<file path="config.mk">
export PLATFORM = sky130hd
export DESIGN_NAME = branch_redirect_ctrl
export DESIGN_NICKNAME = d
export VERILOG_FILES = /design/src/rtl/branch_redirect_ctrl.sv
export SDC_FILE = /design/constraint.sdc
export NUM_CORES = 1
export LEC_CHECK = 0
export ABC_AREA = 0
export CORE_UTILIZATION = 43
export CTS_BUF_LIST = sky130_fd_sc_hd__clkbuf_16
export DETAILED_ROUTE_END_ITERATION = 10
export GPL_TIMING_DRIVEN = 0
export PLACE_DENSITY = 0.83
export SLEW_MARGIN = 20
export SYNTH_ARGS = -nofsm -noshare
export SYNTH_HDL_FRONTEND = slang
export SYNTH_SLANG_ARGS = --single-unit
</file>
<file path="constraint.sdc">
create_clock -name clk -period 2.8 [get_ports clk]
set_input_delay 0.28 -clock clk [delete_from_list [all_inputs] [get_ports clk]]
set_output_delay 0.28 -clock clk [all_outputs]
set_load 0.03 [all_outputs]
</file>
<file path="src/rtl/branch_redirect_ctrl.sv">
// branch_redirect_ctrl
// Execute-stage controller for the branch/jump target adder. Selects the
// adder source, resolves branch conditions from the ALU compare flags,
// issues a registered redirect to fetch, squashes the wrong-path slots
// that follow a redirect, flags bad control transfers and counts taken
// redirects.
module branch_redirect_ctrl #(
   parameter int unsigned SQUASH_DEPTH = 2,   // squashed execute slots, 1..7
   parameter int unsigned CNT_W        = 16   // taken-redirect counter width
) (
   input  logic             clk,
   input  logic             reset_n,
   input  logic             valid_e,
   input  logic             stall_e,
   input  logic             branch_e,
   input  logic             jump_e,
   input  logic             jalr_e,
   input  logic [2:0]       funct3_e,
   input  logic             zero_e,
   input  logic             neg_e,
   input  logic             carry_e,
   input  logic             ovf_e,
   input  logic [31:0]      target_e,
   output logic             control_e_adder,
   output logic             kill_e,
   output logic             redirect_f,
   output logic [31:0]      redirect_pc_f,
   output logic             misalign_e,
   output logic             illegal_e,
   output logic [CNT_W-1:0] taken_cnt
);

   // Three bits cover the full 1..7 squash depth range.
   localparam int unsigned SQ_W = 3;
   localparam logic [SQ_W-1:0] SQ_LOAD = SQ_W'(SQUASH_DEPTH);
   localparam logic [CNT_W-1:0] CNT_MAX = {CNT_W{1'b1}};
   localparam logic [CNT_W-1:0] CNT_ONE = CNT_W'(1);

   // Squash slots remaining, redirect pulse/target and taken counter.
   logic [SQ_W-1:0]  squash_cnt_q, squash_cnt_d;
   logic             redirect_q, redirect_d;
   logic [31:0]      redirect_pc_q, redirect_pc_d;
   logic [CNT_W-1:0] taken_cnt_q, taken_cnt_d;

   // Execute-stage decode terms.
   logic             squashing;
   logic             live;
   logic             cond;
   logic             reserved_f3;
   logic             ctl_xfer;
   logic [31:0]      tgt;
   logic             take;

   // The adder source follows the instruction type alone; it is never
   // masked by squash or stall so the datapath settles the same way.
   assign control_e_adder = jump_e & jalr_e;

   // A slot is squashed while the counter is non-zero; only live slots
   // may redirect or raise exceptions.
   assign squashing = (squash_cnt_q != '0);
   assign kill_e    = valid_e & squashing;
   assign live      = valid_e & ~squashing;

   // Branch condition decode from the rs1-rs2 compare flags.
   always_comb begin
      cond        = 1'b0;
      reserved_f3 = 1'b0;
      case (funct3_e)
         3'b000:  cond = zero_e;               // BEQ
         3'b001:  cond = ~zero_e;              // BNE
         3'b100:  cond = neg_e ^ ovf_e;        // BLT
         3'b101:  cond = ~(neg_e ^ ovf_e);     // BGE
         3'b110:  cond = ~carry_e;             // BLTU (carry=1 means no borrow)
         3'b111:  cond = carry_e;              // BGEU
         default: reserved_f3 = 1'b1;          // 010/011 never taken
      endcase
   end

   // JALR clears bit 0 of the computed target; PC-relative targets pass.
   assign tgt = control_e_adder ? {target_e[31:1], 1'b0} : target_e;

   // A jump always transfers control and wins over a simultaneous branch.
   assign ctl_xfer = jump_e | (branch_e & cond);

   // Only a transfer that would actually happen can be misaligned.
   assign misalign_e = live & ctl_xfer & (tgt[1:0] != 2'b00);

   // Reserved branch encodings; a jump takes priority over the branch bit.
   assign illegal_e = live & branch_e & ~jump_e & reserved_f3;

   // A redirect is issued only from a live, non-stalled, aligned transfer.
   assign take = live & ~stall_e & ctl_xfer & ~misalign_e;

   // Next-state for redirect, squash counter and performance counter.
   always_comb begin
      squash_cnt_d  = squash_cnt_q;
      redirect_d    = redirect_q;
      redirect_pc_d = redirect_pc_q;
      taken_cnt_d   = taken_cnt_q;
      if (take) begin
         squash_cnt_d  = SQ_LOAD;
         redirect_d    = 1'b1;
         redirect_pc_d = tgt;
         if (taken_cnt_q != CNT_MAX) begin
            taken_cnt_d = taken_cnt_q + CNT_ONE;
         end
      end else if (!stall_e) begin
         // Redirect is a one-cycle pulse unless fetch is held by a stall.
         redirect_d = 1'b0;
         if (squashing) begin
            // Empty slots consume a squash count too.
            squash_cnt_d = squash_cnt_q - 1'b1;
         end
      end
   end

   // State registers; reset clears redirect and squash immediately.
   always_ff @(posedge clk or negedge reset_n) begin
      if (!reset_n) begin
         squash_cnt_q  <= '0;
         redirect_q    <= 1'b0;
         redirect_pc_q <= '0;
         taken_cnt_q   <= '0;
      end else begin
         squash_cnt_q  <= squash_cnt_d;
         redirect_q    <= redirect_d;
         redirect_pc_q <= redirect_pc_d;
         taken_cnt_q   <= taken_cnt_d;
      end
   end

   assign redirect_f    = redirect_q;
   assign redirect_pc_f = redirect_pc_q;
   assign taken_cnt     = taken_cnt_q;

endmodule

</file>
# [Word level (Yosys, flattened, before mapping)]
# Index checks and enable logic that the tools add are counted.
[totals] reg_bits=52 in_bits=46 out_inout_bits=53
[classes] addsub=2 n_eq_ne=7 muxes=8 bitwise_logic=21 n_reduce_logical=7
[op_table] op="16-bit by 1-bit adder with 16-bit output (second input constant)" count=1
[op_table] op="16-bit inequality test (second input constant)" count=1
[op_table] op="1-bit AND" count=12
[op_table] op="3-bit == test (second input constant)" count=4
[op_table] op="3-bit two-way mux" count=3
[op_table] op="1-bit inverter" count=7
[op_table] op="1-bit one-hot mux with 6 select lines" count=1
[op_table] op="6-bit OR reduction" count=1
[op_table] op="1-bit two-way mux" count=4
[op_table] op="2-bit AND reduction" count=2
[op_table] op="2-bit nonzero test" count=2
[op_table] op="3-bit by 1-bit == test with 1-bit output (second input constant)" count=1
[op_table] op="3-bit zero test" count=1
[op_table] op="3-bit nonzero test" count=1
[op_table] op="3-bit by 1-bit subtractor with 3-bit output (second input constant)" count=1
[op_table] op="2-bit by 1-bit inequality test with 1-bit output (second input constant)" count=1
[op_table] op="1-bit bitwise OR" count=1
[op_table] op="1-bit bitwise XOR" count=1

# [Depth between registers and ports, before layout]
[logic_depth] word_depth=11 mapped_depth=7

# [Least setup slack after synthesis]
# Ideal clock, no wire load.
[synth_timing] kind="input to output" startpoint="input port funct3_e[0]" endpoint="output port misalign_e" arrival_ns=1.932 required_ns=2.520 setup_slack_ns=0.588 cell_stages=6 cell_sequence="xnor3_1 nand3b_1 a31o_1 buf_4 buf_2 nor3b_1"
[synth_between] elab_chain_cells=6 word_cells_on_any_way=11 cone_classes="5 x eq/ne; 1 x mux; 4 x bitwise; 1 x reduce/logical"
[synth_rtl] element="start: declaration" line_no="18" source="input logic [2:0] funct3_e,"
[synth_rtl] element="3-bit == test (tied with other cells)" line_no="68" source="case (funct3_e)"
[synth_rtl] element="1-bit one-hot mux with 6 select lines *" line_no="68"
[synth_rtl] element="1-bit AND *" line_no="83" source="assign ctl_xfer = jump_e | (branch_e & cond);"
[synth_rtl] element="1-bit bitwise OR *" line_no="83"
[synth_rtl] element="1-bit AND * (2 in a row)" line_no="86" source="assign misalign_e = live & ctl_xfer & (tgt[1:0] != 2'b00);"
[synth_rtl] element="end: declaration" line_no="28" source="output logic misalign_e,"
# Every way passes the cells marked *; elsewhere a longest branch is shown, timed or not.

# [Worst setup path in the final report]
# Ends and elaborated chain as after synthesis.

==> results.json <==
{
  "final_util": 0.666,
  "status": "finished clean",
  "num_rows": 27,
  "path_buf_inv": 4,
  "root_buffer": "clkbuf_16",
  "power.leakage_nw": 1.67,
  "grt_overflow": 0,
  "io_buffers": 98,
  "die-width_um": 77.7,
  "startpoint_type": "input pin",
  "r2r_cells": 7,
  "tightest_slew_ns": 0.649,
  "grt_pass1_vias": 1856,
  "area_delta_synth_final_pct": 48.8,
  "cp-end-kind": "output port",
  "worstPathRequired_ns": 2.52,
  "synth_area_um2": 2460,
  "path_cells": "clkdlybuf4s50_1 -> xnor3_1 -> nand3b_1 -> a31o_1 -> buf_4 -> buf_2 -> nor3b_1 -> clkbuf_2",
  "cts.path.max_buffers": 2,
  "r2r-start": "squash_cnt_q[0]",
  "firstDrtPassIters": 4,
  "cts_tree": "built",
  "yosysSeqAreaShare": 0.528,
  "cpPeakStageDelay_ns": 0.52,
  "place_hpwl_um": 3690,
  "synth_nets": 230,
  "period_needed_ns": 2.60,
  "powerDensity_nw_per_um2": 776,
  "max_cap_violations": 0,
  "cts_htree_levels": 2,
  "synth_cell_types": 36,
  "ant_nets": 0,
  "placed_area_um2": 3530,
  "max_slew_margin": 0.568,
  "finalHoldViolations": 0,
  "critPathMaxFanout": 10,
  "crit_type": "input pin to output port",
  "fin_ws_ns": 0.205,
  "drt-met1-wl_um": 2150,
  "ys_seq_elements": 52,
  "drtIter0Drc": 126,
  "timing.rr.end": "taken_cnt[1]",
  "finalWirelength_um": 5050,
  "setup.worst_path.start": "funct3_e[0]",
  "routabilityCongestion": 0.783,
  "n_fill_cell": 425,
  "top_layer": "met4",
  "finalSetupTns_ns": 0,
  "final_area_um2": 3660,
  "worst-path-stages": 8,
  "numClockSinks": 52,
  "wl_met3_um": 451,
  "nets": 335,
  "viasPerCell": 5.01,
  "synthFlopType": "dfrtp_1",
  "wire_per_inst_um": 14.1,
  "num_vias": 1799,
  "synth_edf_count": 0,
  "vdd_drop_max_v": 0.000456,
  "grt_max_degree": 53,
  "multi_input_area_um2": 1090,
  "diodes": 0,
  "io-pin-count": 99,
  "pre_cts_ws_ns": -0.247,
  "cts_hold_buffers": 0,
  "critPathTopFamily": "buffers and inverters",
  "syn_avg_cell_area_um2": 13.6,
  "clk-insertion-delay-late_ns": 0.28,
  "yosysWarnings": 0,
  "cts_buffers": 5,
  "hp-class": "input pin to async pin",
  "holdWs_ns": 0.0183,
  "die_area_um2": 6030,
  "remaining_drc_errors": 0,
  "antenna_found_initial": 0,
  "met2_length_um": 2390,
  "min_period_over_period": 0.927,
  "synthCells": 181,
  "die_h_um": 77.7,
  "maxSlewViolCount": 0,
  "setup_violations": 0,
  "start_util": 0.447,
  "r2r_slack_ns": 0.56,
  "seq_area_um2": 1300,
  "cp_slowest_cell": "clkdlybuf4s50_1",
  "skew_ns": 0.00233,
  "crit_arrival_ns": 2.32,
  "grt_pass1_wl_um": 8720,
  "rsz0062_at_grt": "no",
  "path_clk_slew_ns": 0.06,
  "drive_above_1_share": 0.157,
  "core_um2": 5510,
  "async_flop_share": 1.00,
  "grt.total_usage": 0.186,
  "fmax_mhz": 385
}
## through the flow
stage	total power [W]	instances
5_1_grt	0.00299	359
6_report	0.00284	359
3_3_place_gp	0.00226	351
4_1_cts	0.00288	359
2_1_floorplan	0.00177	181
3_5_place_dp	0.00228	351
## kinds of logic (layout without fill, tap and decap cells)
group | Yosys count | count (layout) | share of synthesized area
and+or+nand+nor | 54 | 54 | 0.132
DFF | 52 | 52 | 0.528
muxes | 33 | 33 | 0.190
xor gates and xnor gates | 16 | 16 | 0.0625
AOI/OAI and AO/OA | 12 | 12 | 0.0437
buffers and inverters | 11 | 117 | 0.0279
adders and majority gates | 3 | 3 | 0.0152
## layout make-up
class,count,area share
sequential,52,0.355
clock buffer,5,0.0341
buffer,6,0.0137
clock inverter,3,0.00376
timing repair buffer,98,0.266
inverter,5,0.00512
multi-input combinational,118,0.298
tap,72,0.0246
## what timing repair did
item / 4_1_cts / 5_1_grt
setup endpoints to repair: 1 / 1
hold endpoints to repair: 0 / 0
buffers inserted: 0 / 0
resized for setup: 1 / 3
## synthesized netlist by cell type, drive strengths merged, types with 3 or more instances
library cell / count / share of area
nor2b: 3 / 0.0076
nor2: 6 / 0.0091
a21oi: 3 / 0.0061
nand2: 11 / 0.020
nand4: 8 / 0.020
ha: 3 / 0.015
and2: 3 / 0.0076
nor4: 3 / 0.0076
mux2: 32 / 0.19
and3: 3 / 0.0076
nor3b: 3 / 0.0091
nand4b: 3 / 0.011
xnor2: 15 / 0.053
nand3: 7 / 0.014
dfrtp: 52 / 0.53
buf: 5 / 0.019
inv: 5 / 0.0076
## routing by layer
| layer | vias up | global-route usage |
|---|---|---|
| met2 | 77 | 0.304 |
| met3 | 7 | 0.0565 |
| li1 | 851 | - |
| met4 | 0 | 0.0679 |
| met1 | 864 | 0.231 |
| met5 | - | 0 |
## worst reg2reg max path: stages, from the launching register on
cell,delay [ns]
dfrtp_1,0.39
inv_1,0.09
ha_1,0.24
nand3b_4,0.12
a2111oi_4,0.47
a21boi_2,0.35
nand2_1,0.14
mux2_1,0.32
## how the worst max path moves through the flow
stage	slack, ns	endpoint
2_1_floorplan	0.59	misalign_e
3_3_place_gp	-0.28	misalign_e
3_5_place_dp	-0.25	misalign_e
4_1_cts	0.03	misalign_e
5_1_grt	0.006	misalign_e
6_report	0.20	misalign_e
## power breakdown
part / leakage [nW] / total (W) / switching, W / internal [W]
Clock: 0.0710 / 0.000581 / 0.000256 / 0.000325
Combinational: 0.906 / 0.00119 / 0.000581 / 0.000613
Sequential: 0.690 / 0.00107 / 0.000124 / 0.000945
## sequential cells by signal (all words and copies together), names as in the netlist
| register | cells |
|---|---|
| redirect_f | 1 |
| redirect_pc_f | 32 |
| squash_cnt_q | 3 |
| taken_cnt | 16 |
## layout by cell type, fill, tap and decap left out, types with 2 or more instances in the layout
cell,n
buf_4,2
buf_6,3
clkinv_2,2
xnor2_1,15
ha_1,3
nand2_1,10
nor2_1,6
and4_1,2
nor3b_1,3
nand4b_1,3
and3_1,3
nor4_1,3
and2_1,3
a21oi_1,3
nand3_1,7
mux2_1,5
dfrtp_1,52
mux2_4,26
nand4_1,8
o21ai_0,2
inv_1,5
clkbuf_16,5
clkdlybuf4s50_1,96
nor2b_1,3
(Power assumes the default switching activity.)
